**config.mk**
```make
export PLATFORM = sky130hd
export DESIGN_NAME = seg_scan_ctrl_flat
export DESIGN_NICKNAME = d
export VERILOG_FILES = /design/src/rtl/seg_pkg.sv /design/src/rtl/seg_scan_ctrl_if.sv /design/src/rtl/seg_hex_decode.sv /design/src/rtl/seg_scan_ctrl.sv /design/src/flat_wrapper.sv
export SDC_FILE = /design/constraint.sdc
export NUM_CORES = 1
export LEC_CHECK = 0
export BUFFER_PORTS_ARGS = -buffer_cell sky130_fd_sc_hd__buf_4
export CORE_MARGIN = 4
export CORE_UTILIZATION = 50
export CTS_BUF_LIST = sky130_fd_sc_hd__clkbuf_8
export CTS_CLUSTER_SIZE = 14
export DETAILED_ROUTE_END_ITERATION = 7
export PLACE_DENSITY = 0.71
export SETUP_SLACK_MARGIN = 0.5
export SLEW_MARGIN = 20
export SYNTH_ARGS = -nofsm -noshare
export SYNTH_HDL_FRONTEND = slang
export SYNTH_HIERARCHICAL = 1
export SYNTH_SLANG_ARGS = --single-unit
```
**constraint.sdc**
```tcl
create_clock -name clk -period 6.02 [get_ports clk]
set_clock_uncertainty 0.15 [all_clocks]
set_input_delay 0.602 -clock clk [delete_from_list [all_inputs] [get_ports clk]]
set_output_delay 0.602 -clock clk [all_outputs]
set_load 0.05 [all_outputs]
```
**src/rtl/seg_pkg.sv**
```systemverilog
// Shared types and seven-segment code constants for the scan controller.
// Codes are {g,f,e,d,c,b,a}, active-low.
package seg_pkg;

    typedef enum logic {
        BLANK = 1'b0,
        ON    = 1'b1
    } state_t;

    localparam int NUM_DIGITS = 8;

    localparam logic [6:0] SEG_0 = 7'b1000000;
    localparam logic [6:0] SEG_1 = 7'b1111001;
    localparam logic [6:0] SEG_2 = 7'b0100100;
    localparam logic [6:0] SEG_3 = 7'b0110000;
    localparam logic [6:0] SEG_4 = 7'b0011001;
    localparam logic [6:0] SEG_5 = 7'b0010010;
    localparam logic [6:0] SEG_6 = 7'b0000010;
    localparam logic [6:0] SEG_7 = 7'b1111000;
    localparam logic [6:0] SEG_8 = 7'b0000000;
    localparam logic [6:0] SEG_9 = 7'b0010000;
    localparam logic [6:0] SEG_A = 7'b0001000;
    localparam logic [6:0] SEG_B = 7'b0000011;
    localparam logic [6:0] SEG_C = 7'b1000110;
    localparam logic [6:0] SEG_D = 7'b0100001;
    localparam logic [6:0] SEG_E = 7'b0000110;
    localparam logic [6:0] SEG_F = 7'b0001110;

endpackage

```
**src/rtl/seg_scan_ctrl_if.sv**
```systemverilog
// Load handshake bundle for the display scan controller.
// Master offers a new 8-digit value; slave accepts when its buffer is empty.
interface seg_scan_ctrl_if;

    logic        load_valid;
    logic        load_ready;
    logic [31:0] load_data;
    logic [7:0]  load_dp;

    modport master (
        output load_valid,
        output load_data,
        output load_dp,
        input  load_ready
    );

    modport slave (
        input  load_valid,
        input  load_data,
        input  load_dp,
        output load_ready
    );

endinterface

```
**src/rtl/seg_hex_decode.sv**
```systemverilog
// Combinational hex nibble to active-low seven-segment pattern.
// Output bit order is {g,f,e,d,c,b,a}.
module seg_hex_decode
    import seg_pkg::*;
(
    input  logic [3:0] nib,
    output logic [6:0] seg
);

    always_comb begin
        seg = SEG_0;
        unique case (nib)
            4'h0: seg = SEG_0;
            4'h1: seg = SEG_1;
            4'h2: seg = SEG_2;
            4'h3: seg = SEG_3;
            4'h4: seg = SEG_4;
            4'h5: seg = SEG_5;
            4'h6: seg = SEG_6;
            4'h7: seg = SEG_7;
            4'h8: seg = SEG_8;
            4'h9: seg = SEG_9;
            4'hA: seg = SEG_A;
            4'hB: seg = SEG_B;
            4'hC: seg = SEG_C;
            4'hD: seg = SEG_D;
            4'hE: seg = SEG_E;
            4'hF: seg = SEG_F;
        endcase
    end

endmodule

```
**src/rtl/seg_scan_ctrl.sv**
```systemverilog
// 8-digit multiplexed seven-segment scan controller with blanking gaps.
// Define SEG_DP_EN to carry per-digit decimal points through to seg[7].
module seg_scan_ctrl
    import seg_pkg::*;
#(
    parameter int ON_CYCLES    = 50000,
    parameter int BLANK_CYCLES = 1000
) (
    input  logic            clk,
    input  logic            reset,
    input  logic            en,
    seg_scan_ctrl_if.slave  ld,
    output logic [7:0]      an,
    output logic [7:0]      seg,
    output logic            frame_tick
);

    localparam int MAXC = (ON_CYCLES > BLANK_CYCLES)
                        ? ON_CYCLES : BLANK_CYCLES;
    localparam int CW = (MAXC > 1) ? $clog2(MAXC) : 1;
    localparam logic [CW-1:0] ON_LAST = CW'(ON_CYCLES - 1);
    localparam logic [CW-1:0] BL_LAST = CW'(BLANK_CYCLES - 1);

    state_t        state;
    state_t        nxt_state;
    logic [CW-1:0] cnt;
    logic [CW-1:0] nxt_cnt;
    logic [2:0]    idx;
    logic [2:0]    nxt_idx;

    logic          pend_full;
    logic          nxt_pend_full;
    logic [31:0]   pend_data;
    logic [31:0]   act_data;
    logic [31:0]   nxt_act_data;

    logic          blank_end;
    logic          on_end;
    logic          boundary;
    logic          xfer;
    logic          swap;
    logic [3:0]    nib;
    logic [6:0]    dec;
    logic          dp_n;
    logic [7:0]    nxt_an;
    logic [7:0]    nxt_seg;

    assign blank_end = (state == BLANK) && (cnt == BL_LAST);
    assign on_end    = (state == ON) && (cnt == ON_LAST);
    assign boundary  = en && blank_end && (idx == 3'd0);
    assign swap      = boundary && pend_full;

    assign ld.load_ready = !pend_full;
    assign xfer          = ld.load_valid && !pend_full;
    assign frame_tick    = boundary;

    always_comb begin
        nxt_state = state;
        nxt_cnt   = cnt + CW'(1);
        nxt_idx   = idx;
        unique case (1'b1)
            !en: begin
                nxt_state = BLANK;
                nxt_cnt   = '0;
                nxt_idx   = '0;
            end
            en && blank_end: begin
                nxt_state = ON;
                nxt_cnt   = '0;
            end
            en && on_end: begin
                nxt_state = BLANK;
                nxt_cnt   = '0;
                nxt_idx   = idx + 3'd1;
            end
            default: ;
        endcase
    end

    // A transfer needs an empty buffer, so it never collides with a swap.
    always_comb begin
        nxt_pend_full = pend_full;
        if (swap)
            nxt_pend_full = 1'b0;
        else if (xfer)
            nxt_pend_full = 1'b1;
    end

    assign nxt_act_data = swap ? pend_data : act_data;
    assign nib = nxt_act_data[{nxt_idx, 2'b00} +: 4];

    seg_hex_decode u_dec (
        .nib (nib),
        .seg (dec)
    );

`ifdef SEG_DP_EN
    logic [7:0] pend_dp;
    logic [7:0] act_dp;
    logic [7:0] nxt_act_dp;

    assign nxt_act_dp = swap ? pend_dp : act_dp;
    assign dp_n       = !nxt_act_dp[nxt_idx];

    always_ff @(posedge clk or posedge reset) begin
        if (reset) begin
            pend_dp <= '0;
            act_dp  <= '0;
        end else begin
            if (xfer)
                pend_dp <= ld.load_dp;
            act_dp <= nxt_act_dp;
        end
    end
`else
    logic unused_dp;
    assign unused_dp = ^ld.load_dp;
    assign dp_n      = 1'b1;
`endif

    // Outputs are built from next-state values so an and seg flip together.
    assign nxt_an  = (nxt_state == ON) ? ~(8'd1 << nxt_idx) : 8'hFF;
    assign nxt_seg = (nxt_state == ON) ? {dp_n, dec} : 8'hFF;

    always_ff @(posedge clk or posedge reset) begin
        if (reset) begin
            state     <= BLANK;
            cnt       <= '0;
            idx       <= '0;
            pend_full <= 1'b0;
            pend_data <= '0;
            act_data  <= '0;
            an        <= 8'hFF;
            seg       <= 8'hFF;
        end else begin
            state     <= nxt_state;
            cnt       <= nxt_cnt;
            idx       <= nxt_idx;
            pend_full <= nxt_pend_full;
            if (xfer)
                pend_data <= ld.load_data;
            act_data  <= nxt_act_data;
            an        <= nxt_an;
            seg       <= nxt_seg;
        end
    end

endmodule
```
**src/flat_wrapper.sv**
```systemverilog
// flat-port wrapper written by rule: the top's interface ports become plain ports
module seg_scan_ctrl_flat import seg_pkg::*;
#(
    parameter int ON_CYCLES    = 50000,
    parameter int BLANK_CYCLES = 1000
)
  (clk, reset, en, an, seg, frame_tick, ld_load_valid, ld_load_data, ld_load_dp, ld_load_ready);
  seg_scan_ctrl_if ld_i ();
  input  logic clk;
  input  logic reset;
  input  logic en;
  output logic [7:0] an;
  output logic [7:0] seg;
  output logic frame_tick;
  input wire logic [$bits(ld_i.load_valid)-1:0] ld_load_valid;
  input wire logic [$bits(ld_i.load_data)-1:0] ld_load_data;
  input wire logic [$bits(ld_i.load_dp)-1:0] ld_load_dp;
  output wire logic [$bits(ld_i.load_ready)-1:0] ld_load_ready;
  assign ld_i.load_valid = ld_load_valid;
  assign ld_i.load_data = ld_load_data;
  assign ld_i.load_dp = ld_load_dp;
  assign ld_load_ready = ld_i.load_ready;
  seg_scan_ctrl #(.ON_CYCLES(ON_CYCLES), .BLANK_CYCLES(BLANK_CYCLES)) u_core (.clk(clk), .reset(reset), .en(en), .ld(ld_i), .an(an), .seg(seg), .frame_tick(frame_tick));
endmodule
```
## Yosys cells after proc, flatten, opt, wreduce, memory -nomap -nowiden

Memory sizes are Yosys's and may differ from the RTL's.
Index checks and enable logic that the tools add are counted.

- $add $sub $neg: 2
- Equality and inequality tests: 2
- Shift operators: 2
- Multiplexer cells: 8
- Bitwise gates (word level): 2
- Reduce and logical (&&, ||, !) cells: 13

Operators by type and width:

| operator | number |
|---|---|
| 2-to-1 mux 32 bit | 1 |
| indexed part select 32 x 6 -> 4 bit | 1 |
| adder 16 x 1 -> 16 bit, second input constant | 1 |
| == test 16 x 10 -> 1 bit, second input constant | 1 |
| == test 16 bit, second input constant | 1 |
| 2-to-1 mux 16 bit | 1 |
| 2-to-1 mux 8 bit | 1 |
| inverter 8 bit | 1 |
| << shifter 1 x 3 -> 8 bit, first input constant | 1 |
| logical AND 1 bit | 7 |
| 2-to-1 mux 7 bit | 1 |
| one-hot mux 3 bit (2 select lines) | 1 |
| adder 3 x 1 -> 3 bit, second input constant | 1 |
| zero test 3 bit | 1 |
| OR reduction 3 bit | 1 |
| zero test 1 bit | 2 |
| 2-to-1 mux 1 bit | 2 |
| one-hot mux 1 bit (2 select lines) | 1 |
| nonzero test 2 bit | 1 |
| OR reduction 2 bit | 1 |
| inverter 1 bit | 1 |

- Register bits: 101
- Bits in read-only memories: 112
- Input bits: 44
- Output and inout bits: 18
- Logic and storage cells: 38
- Memories kept: 1

Memory list:

| name | depth | width | rd ports | clocked after memory_dff | wr ports | RTL line | RTL |
|---|---|---|---|---|---|---|---|
| (no name shown) | 16 | 7 | 1 | 0 | 0 | seg_hex_decode.sv:12 | `unique case (nib)` |

## Longest topological paths before layout

Gate-level depths: netlist (run 1).
An unclocked memory read counts as a cell.

- Word-level depth: 9
- Mapped depth: 16
- Mapped depth without buffers: 15

## Hierarchy

The synthesis (run 1) kept the hierarchy.

By module, submodules not included:

| module | times used | cells each | area each (um^2) | seq. area each (um^2) |
|---|---|---|---|---|
| seg_scan_ctrl | 1 | 387 | 4307.9 | 2521.2 |
| seg_hex_decode | 1 | 32 | 275.3 | 0.0 |

## Worst setup path after synthesis (run 1)

No wires, ideal clock.

- Path kind: register to register
- Start: register u_core.cnt[4]
- End: register u_core.seg[3]
- Setup time: 83 ps
- Arrival time: 4036 ps
- Data required time: 5787 ps
- Setup slack: 1751 ps
- Stages on the path, launching flop included: 15
- Buffers on the path: 2
- Clock period less this slack: 4269 ps
- Cells stage by stage: dfrtp_1 -> or4_1 -> or3_1 -> buf_6 -> nor2_8 -> mux2i_2 -> and2_0 -> clkbuf_1 -> a222oi_1 -> a2bb2oi_1 -> inv_1 -> ha_1 -> inv_1 -> mux4_1 -> nand2b_1

- Elaborated cells between the ends (all ways): 15
- Those cells by class: eq/ne (2); shift (1); mux (4); reduce/logical (7); memory (1)

RTL lines:

| item | RTL line | RTL |
|---|---|---|
| start, declared | seg_scan_ctrl.sv:26 | `logic [CW-1:0] cnt;` |
| start signal, assigned | seg_scan_ctrl.sv:137 | `cnt <= nxt_cnt;` |
| == test 16 bit | seg_scan_ctrl.sv:49 | `assign on_end = (state == ON) && (cnt == ON_LAST);` |
| logical AND 1 bit | seg_scan_ctrl.sv:49 |  |
| logical AND 1 bit | seg_scan_ctrl.sv:71 | `en && on_end: begin` |
| one-hot mux 3 bit (2 select lines) | seg_scan_ctrl.sv:61 | `unique case (1'b1)` |
| named net u_core.nxt_idx[0] | seg_scan_ctrl.sv:29 | `logic [2:0] nxt_idx;` |
| indexed part select 32 x 6 -> 4 bit | seg_scan_ctrl.sv:90 | `assign nib = nxt_act_data[{nxt_idx, 2'b00} +: 4];` |
| named net u_core.nib[0] | seg_scan_ctrl.sv:42 | `logic [3:0] nib;` |
| memory (16 x 7 bit) | -- |  |
| named net u_core.dec[3] | seg_scan_ctrl.sv:43 | `logic [6:0] dec;` |
| 2-to-1 mux 7 bit | seg_scan_ctrl.sv:123 | `assign nxt_seg = (nxt_state == ON) ? {dp_n, dec} : 8'hFF;` |
| named net u_core.nxt_seg[3] | seg_scan_ctrl.sv:46 | `logic [7:0] nxt_seg;` |
| end signal, assigned | seg_scan_ctrl.sv:144 | `seg <= nxt_seg;` |
| end, declared | seg_scan_ctrl.sv:14 | `output logic [7:0] seg,` |

The timed path passes the listed nets, and every way through them passes these cells.
A chain may end at the register's enable or synchronous reset.

## Worst setup path in the final report (run 1)

Ends and elaborated chain as after synthesis.

==> results of run 1 <==
## power by group through the flow
| stage | clock network [mW] | logic, mW | registers (mW) |
|---|---|---|---|
| after global routing | 0.471 | 0.0761 | 0.725 |
| final | 0.431 | 0.0671 | 0.721 |
| after floorplan | 0 | 0.0441 | 0.726 |
| after detailed placement | 0 | 0.0689 | 0.734 |
| after CTS | 0.445 | 0.0690 | 0.721 |
| after global placement | 0 | 0.0662 | 0.732 |
## registers in the layout, indices dropped and copies added, names as in the netlist
name and count:
u_core/idx 3, u_core/act_data 32, u_core/seg 7, u_core/state 1, u_core/pend_data 32, u_core/an 8, u_core/pend_full 1, u_core/cnt 16
## routing by layer
metal | vias up | track usage
met5 | - | 0
met4 | 0 | 0.05128
met3 | 8 | 0.03980
met2 | 39 | 0.2771
met1 | 1540 | 0.2292
li1 | 1517 | -
## Yosys cell counts, types with 2 or more instances
master     count  area, um^2
a21oi_1        4       20.02
a221o_1        3       30.03
a221oi_1       4       35.03
a22o_1         2       17.52
a22oi_1        2       15.01
a2bb2oi_1      3       26.28
and3_1         3       18.77
buf_1          3       11.26
buf_2          4       20.02
buf_4          2       15.01
buf_6          4       45.04
clkbuf_1       4       15.01
dfrtp_1       85        2127
dfstp_2       15       394.1
ha_1          10       125.1
inv_1         14       52.55
mux2_2        35       394.1
mux2i_1       13       130.1
nand2_1      107       401.6
nand2b_1       7       43.79
nand3_1       11       55.05
nor2_1        30       112.6
nor3_1         2       10.01
nor3b_1        2       15.01
o21ai_0        2       10.01
o22a_1         2       17.52
o31ai_1        2       15.01
or3_1          2       12.51
or4_1          2       15.01
xnor2_1        6       52.55
xor2_1         9       78.83
## per-stage QoR
stage	util	power [mW]	instance area (um^2)	cells
after floorplan	-	0.7705	4583	419
after global placement	0.5733	0.7983	5049	566
after detailed placement	0.5733	0.8027	5049	566
after CTS	0.5958	1.235	5246	582
after global routing	0.5958	1.271	5246	582
final	0.5958	1.219	5246	582
## logic make-up after synthesis
group / count (synthesis)
simple gates: 179
flops: 100
mux: 51
compound gates: 32
buf+inv: 31
xor+xnor: 15
fa+ha+maj: 10
other cells: 1
## final cells by class
| class | instances | area, um^2 |
|---|---|---|
| fill | 732 | 3560 |
| inverter | 14 | 53.80 |
| timing repair buffer | 56 | 432.9 |
| multi-input combinational | 288 | 1906 |
| tap | 108 | 135.1 |
| clock inverter | 7 | 73.82 |
| clock buffer | 9 | 123.9 |
| sequential | 100 | 2521 |
## critical path: cells and delay by family (launching register included)
family	cells	cell delay, ns
AND/OR/NAND/NOR	5	1.94
buffers and inverters	2	0.28
AO/OA/AOI/OAI	2	0.75
multiplexers	2	1.12
adder cells (fa/ha/maj)	1	0.35
flip-flops	1	0.45
## worst paths after layout
check,from,cells after the start,to,slack (ns)
worst max-delay path,u_core/cnt[4],12,u_core/seg[3],0.88
worst min-delay path,reset,2,u_core/pend_data[7],0.14
worst min register to register,u_core/act_data[24],2,u_core/act_data[24],0.32
max in group asynchronous,reset,3,u_core/pend_data[29],4.39
worst max register to register,u_core/cnt[4],12,u_core/seg[3],0.88
min in group clk,ld_load_data[31],2,u_core/pend_data[31],0.31
==> impl_metrics.csv, run 1 <==
group,metric,value,unit
detailed_routing,drt_first_pass_iters,4,
logic_synthesis,synth_mux_area_frac,0.1256,
timing,post-route-period-util,0.8532,
detailed_routing,ant_nets,0,
critical_path,cp_max_fo,10,
cells_and_area,area_growth,14.47,%
global_route,grt_antenna_before_repair,0,
power_and_ir_drop,power.density,232.3,nW/um^2
logic_synthesis,syn_nets,473,
clocking,cts_tree,"yes",
clocking,htreeDepth,3,
critical_path,cp-start-kind,"flip-flop",
placed_design,gp_congestion,0.8141,
logic_synthesis,synth-xor-area-share,0.02867,
global_route,grt-ovfl-total,0,
placed_design,place_ws,0.9286,ns
logic_synthesis,ys_seq_elements,100,
timing,finalSetupViolCount,0,
placed_design,port-buffer-count,52,
logic_synthesis,synth_flop_cell,"dfrtp_1",
cells_and_area,fin_nets,523,
critical_path,worstPathCellList,"or4_1 > or3_1 > nor2_8 > mux2i_2 > and2_0 > a222oi_1 > a2bb2oi_1 > inv_1 > ha_1 > inv_1 > mux4_1 > nand2b_1",
logic_synthesis,synthAdderAreaFrac,0.02730,
logic_synthesis,synth_edf_count,0,
clocking,clockBufferDepth,2,
clocking,cts_setup_buffers,0,
logic_synthesis,synth_compound_area_frac,0.05542,
floorplan,die_x,103.7,um
power_and_ir_drop,pwr-share-clk,0.354,
floorplan,die_h,103.7,um
timing,fin_setup_tns,0,ns
critical_path,worstPathRequired,6.16,ns
clocking,cts_resized,0,
clocking,cts_hold_buf,0,
timing,fmax,194.7,MHz
floorplan,die_area,10760,um^2
floorplan,start_util,0.5205,
critical_path,end_kind,"flip-flop",
global_route,grt_pass1_wl,15.05,mm
timing,period_needed,5.136,ns
timing,slew_headroom,0.4058,
timing,final-hold-violation-count,0,
power_and_ir_drop,ir_drop,0.1455,mV
clocking,cts.sinks,100,
power_and_ir_drop,p_comb_frac,0.055,
critical_path,crit_path_frequent_cell,"inv_1",
timing,slew_violations,0,
logic_synthesis,syn-cell-area,4583,um^2
power_and_ir_drop,share_seq_of_total_power,0.591,
power_and_ir_drop,internal_power,935.3,uW
floorplan,std_cell_rows,34,
cells_and_area,layout_common_cells,"107 x nand2_1, 85 x dfrtp_1, 55 x buf_4",
detailed_routing,wl_per_cell,15.05,um
detailed_routing,wl_met2,4.221,mm
global_route,grt_max_degree,62,
detailed_routing,met1_length,4.153,mm
timing,finalWorstSetupSlack,0.8837,ns
detailed_routing,vias,3104,
clocking,clkTransAtPathRegs,0.10,ns
floorplan,core,8806,um^2
logic_synthesis,synth_cell_type_count,56,
critical_path,max_stage_delay,0.66,ns
critical_path,worst-endpoint-arrival,5.28,ns
logic_synthesis,netlist_instances,419,
critical_path,worstSetupPathType,"reg2reg",
global_route,grt_pass1_vias,3198,
critical_path,slowest_stage,"mux2i_2",
run_status,status,"finished clean",
detailed_routing,drcViolationCount,0,
power_and_ir_drop,switching_share,0.2325,
detailed_routing,routed.top_layer,"met4",
clocking,cts_buffers,9,
floorplan,io_pins,62,
power_and_ir_drop,leakagePower,2.503,nW
logic_synthesis,syn_area_per_cell,10.94,um^2
logic_synthesis,synthArstFlopShare,1.000,
timing,tightest_slew,0.8837,ns
logic_synthesis,yosys.area_share.simple,0.1775,
timing,whs,0.1362,ns
detailed_routing,finalWirelength,8.758,mm
logic_synthesis,yosys_warnings,6,
global_route,grtUsageTotal,0.1705,
logic_synthesis,synth_top_family_by_area,"simple AND/OR/NAND/NOR gates",
cells_and_area,antenna_cells,0,
cells_and_area,drive_gt1_frac,0.2764,
cells_and_area,final_common_cell,"nand2_1",
placed_design,dp_hpwl,6.278,mm
detailed_routing,first_iter_violations,115,
hold_path,hp-class,"in2async",
run,maxCapViolations,0,
detailed_routing,wl_met3,292,um
clocking,cts_root_buffer,"clkbuf_8",
power_and_ir_drop,power.switching,283.4,uW
clocking,clk_latency,0.36,ns
logic_synthesis,ys_seq_area_frac,0.5501,
timing,rsz0062_at_grt,"false",
detailed_routing,vias_per_cell,5.333,
Power figures use the tool's default switching activity.
==> inputs of run 2 (changes only) <==
BUFFER_PORTS_ARGS = unset   (was -buffer_cell sky130_fd_sc_hd__buf_4)
DONT_BUFFER_PORTS = 1   (was unset)
PLACE_DENSITY = unset   (was 0.71)
==> run 2 against run 1 <==
Effect of this change: cell count down 8.6%; routed wire length fell by 2.6%; die area did not move; first-iteration DRC count decreased by 24%; critical endpoint unchanged.
==> impl_metrics.csv, run 2 (synthesized netlist as in run 1, its figures left out) <==
group,metric,value,unit
clocking,cts_tree,"yes",
timing,fin_setup_tns,0,ns
placed_design,post_dp_cell_area,4667,um^2
floorplan,start_util,0.5205,
detailed_routing,finalWirelength,8.533,mm
critical_path,reg2reg_depth,12,
global_route,grt_pass1_wl,14.86,mm
timing,post-route-period-util,0.8487,
cells_and_area,fin_area,4871,um^2
floorplan,io_pins,62,
detailed_routing,drt_first_pass_iters,5,
cells_and_area,fin_nets,473,
critical_path,worst-endpoint-arrival,5.24,ns
critical_path,slowest_stage,"mux2i_2",
critical_path,crit_path_frequent_cell,"inv_1",
floorplan,die_area,10760,um^2
placed_design,gp_congestion,0.8427,
floorplan,die_x,103.7,um
global_route,grtUsageTotal,0.1707,
critical_path,worstPathCellList,"or4_1 > or3_1 > nor2_8 > mux2i_2 > and2_0 > a222oi_1 > a2bb2oi_1 > inv_1 > ha_1 > inv_1 > mux4_1 > nand2b_1",
hold_path,hp-class,"in2async",
global_route,grt_antenna_before_repair,0,
critical_path,worstPathRequired,6.15,ns
timing,final-hold-violation-count,0,
clocking,cts_hold_buf,0,
cells_and_area,layout_common_cells,"107 x nand2_1, 85 x dfrtp_1, 35 x mux2_2",
critical_path,end_kind,"flip-flop",
timing,rsz0062_at_grt,"false",
run_status,status,"finished clean",
timing,fmax,195.7,MHz
detailed_routing,first_iter_violations,87,
clocking,cts_root_buffer,"clkbuf_8",
floorplan,core,8806,um^2
critical_path,crit_start,"u_core/cnt[4]",
power_and_ir_drop,power.density,246.8,nW/um^2
detailed_routing,vias_per_cell,5.370,
detailed_routing,wl_per_cell,16.04,um
placed_design,port-buffer-count,0,
timing,period_needed,5.109,ns
run,maxCapViolations,0,
global_route,grt_max_degree,52,
critical_path,cpLargestDelayFamily,"simple AND/OR/NAND/NOR gates",
clocking,htreeDepth,3,
placed_design,place_inst,516,
timing,slew_headroom,0.4027,
clocking,cts_buffers,9,
timing,slew_violations,0,
critical_path,cp_max_fo,10,
detailed_routing,drcViolationCount,0,
power_and_ir_drop,ir_drop,0.1405,mV
cells_and_area,layout.cells.non_filler,532,
clocking,clk_latency,0.36,ns
power_and_ir_drop,leakagePower,2.276,nW
critical_path,max_stage_delay,0.64,ns
critical_path,cp-start-kind,"flip-flop",
cells_and_area,final_util,0.5531,
critical_path,worstSetupPathType,"reg2reg",
cells_and_area,antenna_cells,0,
cells_and_area,area_growth,6.279,%
clocking,cts.sinks,100,
clocking,clockBufferDepth,2,
clocking,cts_setup_buffers,0,
global_route,grt-ovfl-total,0,
global_route,grt_pass1_vias,2960,
floorplan,die_h,103.7,um
cells_and_area,top_regs,"u_core/act_data: 32 flops, u_core/pend_data: 32 flops, u_core/cnt: 16 flops",
cells_and_area,final_common_cell,"nand2_1",
power_and_ir_drop,power,1.202,mW
critical_path,cp.depth,12,
detailed_routing,vias,2857,
floorplan,std_cell_rows,34,
critical_path,crit_buf_inv,2,
clocking,clkTransAtPathRegs,0.10,ns
clocking,cts_resized,0,
detailed_routing,ant_nets,0,
placed_design,dp_hpwl,6.099,mm
cells_and_area,drive_gt1_frac,0.1934,
timing,tightest_slew,0.8921,ns
critical_path,r2r_start,"u_core/cnt[4]",
timing,finalSetupViolCount,0,
[run 2: changes by cell type in the layout (fill, tap and decap cells not counted)]
cell      before  now
inv_8          0    1
nor3b_2        0    1
buf_12         1    0
nor3b_1        2    1
buf_4         55    6
clkinv_2       3    1
inv_4          0    1
[run 2: final timing paths]
path	endpoint	slack, ns
max reg2reg	u_core/seg[3]	0.91
min reg2reg	u_core/cnt[0]	0.32
min in group clk	u_core/pend_full	0.22
max in group asynchronous	u_core/pend_data[18]	4.63
min	u_core/pend_data[14]	0.03
max	u_core/seg[3]	0.91
[run 2: per-stage QoR]
step           setup slack [ns]  hold slack [ns]
3_3_place_gp              1.026           0.2919
5_1_grt                  0.5461          0.07435
6_report                 0.9110          0.03341
3_5_place_dp             0.9422           0.3007
4_1_cts                  0.8740          0.03998
2_1_floorplan             1.751           0.2751
[run 2: cell type report]
| type | instances | area (um^2) |
|---|---|---|
| tap | 108 | 135.1 |
| multi-input combinational | 288 | 1911 |
| clock inverter | 7 | 80.08 |
| inverter | 14 | 55.05 |
| clock buffer | 9 | 123.9 |
| timing repair buffer | 6 | 45.04 |
| sequential | 100 | 2521 |
| fill | 784 | 3935 |
[run 2: metal layers]
metal,share of wire,GRT usage
met1,0.48,0.2361
met2,0.47,0.2645
met3,0.039,0.04540
met4,0.012,0.05318
met5,0,0
[run 2: power by group]
group / leakage [nW] / switching, mW / internal [mW]
registers: 1.28 / 0.0175 / 0.702
clock network: 0.102 / 0.235 / 0.198
logic: 0.893 / 0.0245 / 0.0249
==> inputs of run 3 (changes only) <==
clock period = 5.1 ns   (was 6.02 ns; I/O delays follow)
==> run 3 against run 2 <==
Effect of this change: combinational power up 18%; highest routed layer unchanged; utilization up 0.71 points; clock-buffer cell count up 2; hold slack better by 0.094 ns; design area up 1.3%; worst setup slack worse by 0.059 ns; via count up 3.1%; sequential power up 18%; critical endpoint is now u_core/seg[0].
==> impl_metrics.csv, run 3 (synthesized netlist as in run 1, its figures left out) <==
group,metric,value,unit
clocking,cts_buffers,9,
detailed_routing,ant_nets,0,
detailed_routing,drt_first_pass_iters,4,
power_and_ir_drop,leakagePower,2.305,nW
critical_path,worstPathRequired,5.24,ns
cells_and_area,top_regs,"u_core/act_data: 32 flops, u_core/pend_data: 32 flops, u_core/cnt: 16 flops",
global_route,grt_max_degree,55,
floorplan,start_util,0.5205,
timing,slew_headroom,0.3601,
global_route,grt_pass1_wl,14.72,mm
clocking,clockBufferDepth,2,
critical_path,cp-start-kind,"flip-flop",
critical_path,r2r-end,"u_core/seg[0]",
clocking,clkTransAtPathRegs,0.09,ns
cells_and_area,area_growth,7.644,%
timing,slew_violations,0,
floorplan,die_x,103.7,um
critical_path,crit_start,"u_core/cnt[4]",
clocking,clk_latency,0.36,ns
global_route,grt_antenna_before_repair,0,
cells_and_area,final_util,0.5602,
placed_design,port-buffer-count,0,
clocking,cts.sinks,100,
floorplan,std_cell_rows,34,
cells_and_area,final_common_cell,"nand2_1",
critical_path,worst-endpoint-arrival,4.39,ns
critical_path,r2r_slack,0.85,ns
floorplan,die_area,10760,um^2
critical_path,max_stage_delay,0.53,ns
critical_path,cpLargestDelayFamily,"simple AND/OR/NAND/NOR gates",
detailed_routing,vias,2946,
critical_path,crit_path_frequent_cell,"buf_4",
detailed_routing,vias_per_cell,5.496,
timing,period_needed,4.248,ns
detailed_routing,drcViolationCount,0,
global_route,grt-ovfl-total,0,
critical_path,crit_buf_inv,2,
detailed_routing,first_iter_violations,137,
detailed_routing,wl_per_cell,16.39,um
hold_path,hold_path_depth,2,
timing,final-hold-violation-count,0,
cells_and_area,fin_nets,477,
floorplan,core,8806,um^2
timing,tightest_slew,0.9517,ns
detailed_routing,finalWirelength,8.787,mm
critical_path,worstPathCellList,"or4_1 > or3_4 > nor4_4 > buf_4 > mux2_2 > and2_1 > a221o_1 > a2bb2oi_1 > buf_4 > and2b_2 > or3b_1 > o21ai_0 > nand2b_1",
hold_path,hold_end,"u_core/pend_full",
critical_path,r2r_start,"u_core/cnt[4]",
timing,rsz0062_at_grt,"false",
cells_and_area,fillers,792,
clocking,cts_root_buffer,"clkbuf_8",
critical_path,reg2reg_depth,13,
floorplan,die_h,103.7,um
clocking,cts_tree,"yes",
critical_path,end_kind,"flip-flop",
hold_path,hp-class,"in2reg",
critical_path,slowest_stage,"or4_1",
critical_path,cp_max_fo,16,
clocking,htreeDepth,3,
placed_design,dp_hpwl,6.028,mm
power_and_ir_drop,power.density,292.0,nW/um^2
timing,fmax,235.4,MHz
placed_design,gp_congestion,0.8297,
cells_and_area,drive_gt1_frac,0.2056,
hold_path,holdCritStartpoint,"ld_load_valid",
run_status,status,"finished clean",
cells_and_area,layout_common_cells,"107 x nand2_1, 85 x dfrtp_1, 35 x mux2_2",
global_route,grtUsageTotal,0.1683,
global_route,grt_pass1_vias,2902,
cells_and_area,antenna_cells,0,
timing,finalSetupViolCount,0,
run,maxCapViolations,0,
timing,post-route-period-util,0.8329,
floorplan,io_pins,62,
power_and_ir_drop,ir_drop,0.1915,mV
timing,fin_setup_tns,0,ns
power_and_ir_drop,power,1.441,mW
critical_path,worstSetupPathType,"reg2reg",
-- run 3: worst max-delay path by stage --
stage                         end  slack (ns)  cells after the start
floorplan           u_core/seg[3]        0.83                     14
global placement    u_core/seg[0]        0.57                     13
detailed placement  u_core/seg[0]        0.53                     13
CTS                 u_core/seg[0]        0.51                     13
global route        u_core/seg[0]        0.57                     13
finish              u_core/seg[0]        0.85                     13
-- run 3: what timing repair did --
action                                  in CTS  in global routing
hold buffers                                 1                  0
endpoints found under the hold margin       32                  0
setup buffers                                0                  0
endpoints found under the setup margin       0                  7
gates resized for setup                      0                  3
-- run 3: stage by stage --
step | cell area (um^2) | hold slack (ns) | instances | setup slack (ns)
floorplan | 4583 | 0.2751 | 419 | 0.8314
detailed placement | 4682 | 0.2976 | 518 | 0.5319
CTS | 4908 | 0.1064 | 535 | 0.5101
global placement | 4682 | 0.2943 | 518 | 0.5709
finish | 4933 | 0.1278 | 536 | 0.8521
global route | 4933 | 0.1127 | 536 | 0.5670
-- run 3: area by class of cell --
| type | instances | area, um^2 | share of cell area |
|---|---|---|---|
| repair buffers | 9 | 70.07 | 0.01420 |
| clock buffers | 11 | 151.4 | 0.03069 |
| inverters | 14 | 55.05 | 0.01116 |
| multi-input cells | 289 | 1936 | 0.3923 |
| clock inverters | 5 | 65.06 | 0.01319 |
| flip-flops and latches | 100 | 2521 | 0.5110 |
| well taps | 108 | 135.1 | 0.02739 |
-- run 3: power by group --
part           internal [mW]  switching (mW)
Clock                  0.259           0.273
Combinational         0.0299          0.0285
Sequential             0.829          0.0214
-- run 3: routing by layer --
| layer | global-route usage | share of wire | vias to the layer above |
|---|---|---|---|
| li1 | - | - | 1417 |
| met1 | 0.2444 | 0.48 | 1451 |
| met2 | 0.2533 | 0.46 | 68 |
| met3 | 0.04353 | 0.050 | 10 |
| met4 | 0.04274 | 0.0092 | 0 |
| met5 | 0 | 0 | - |
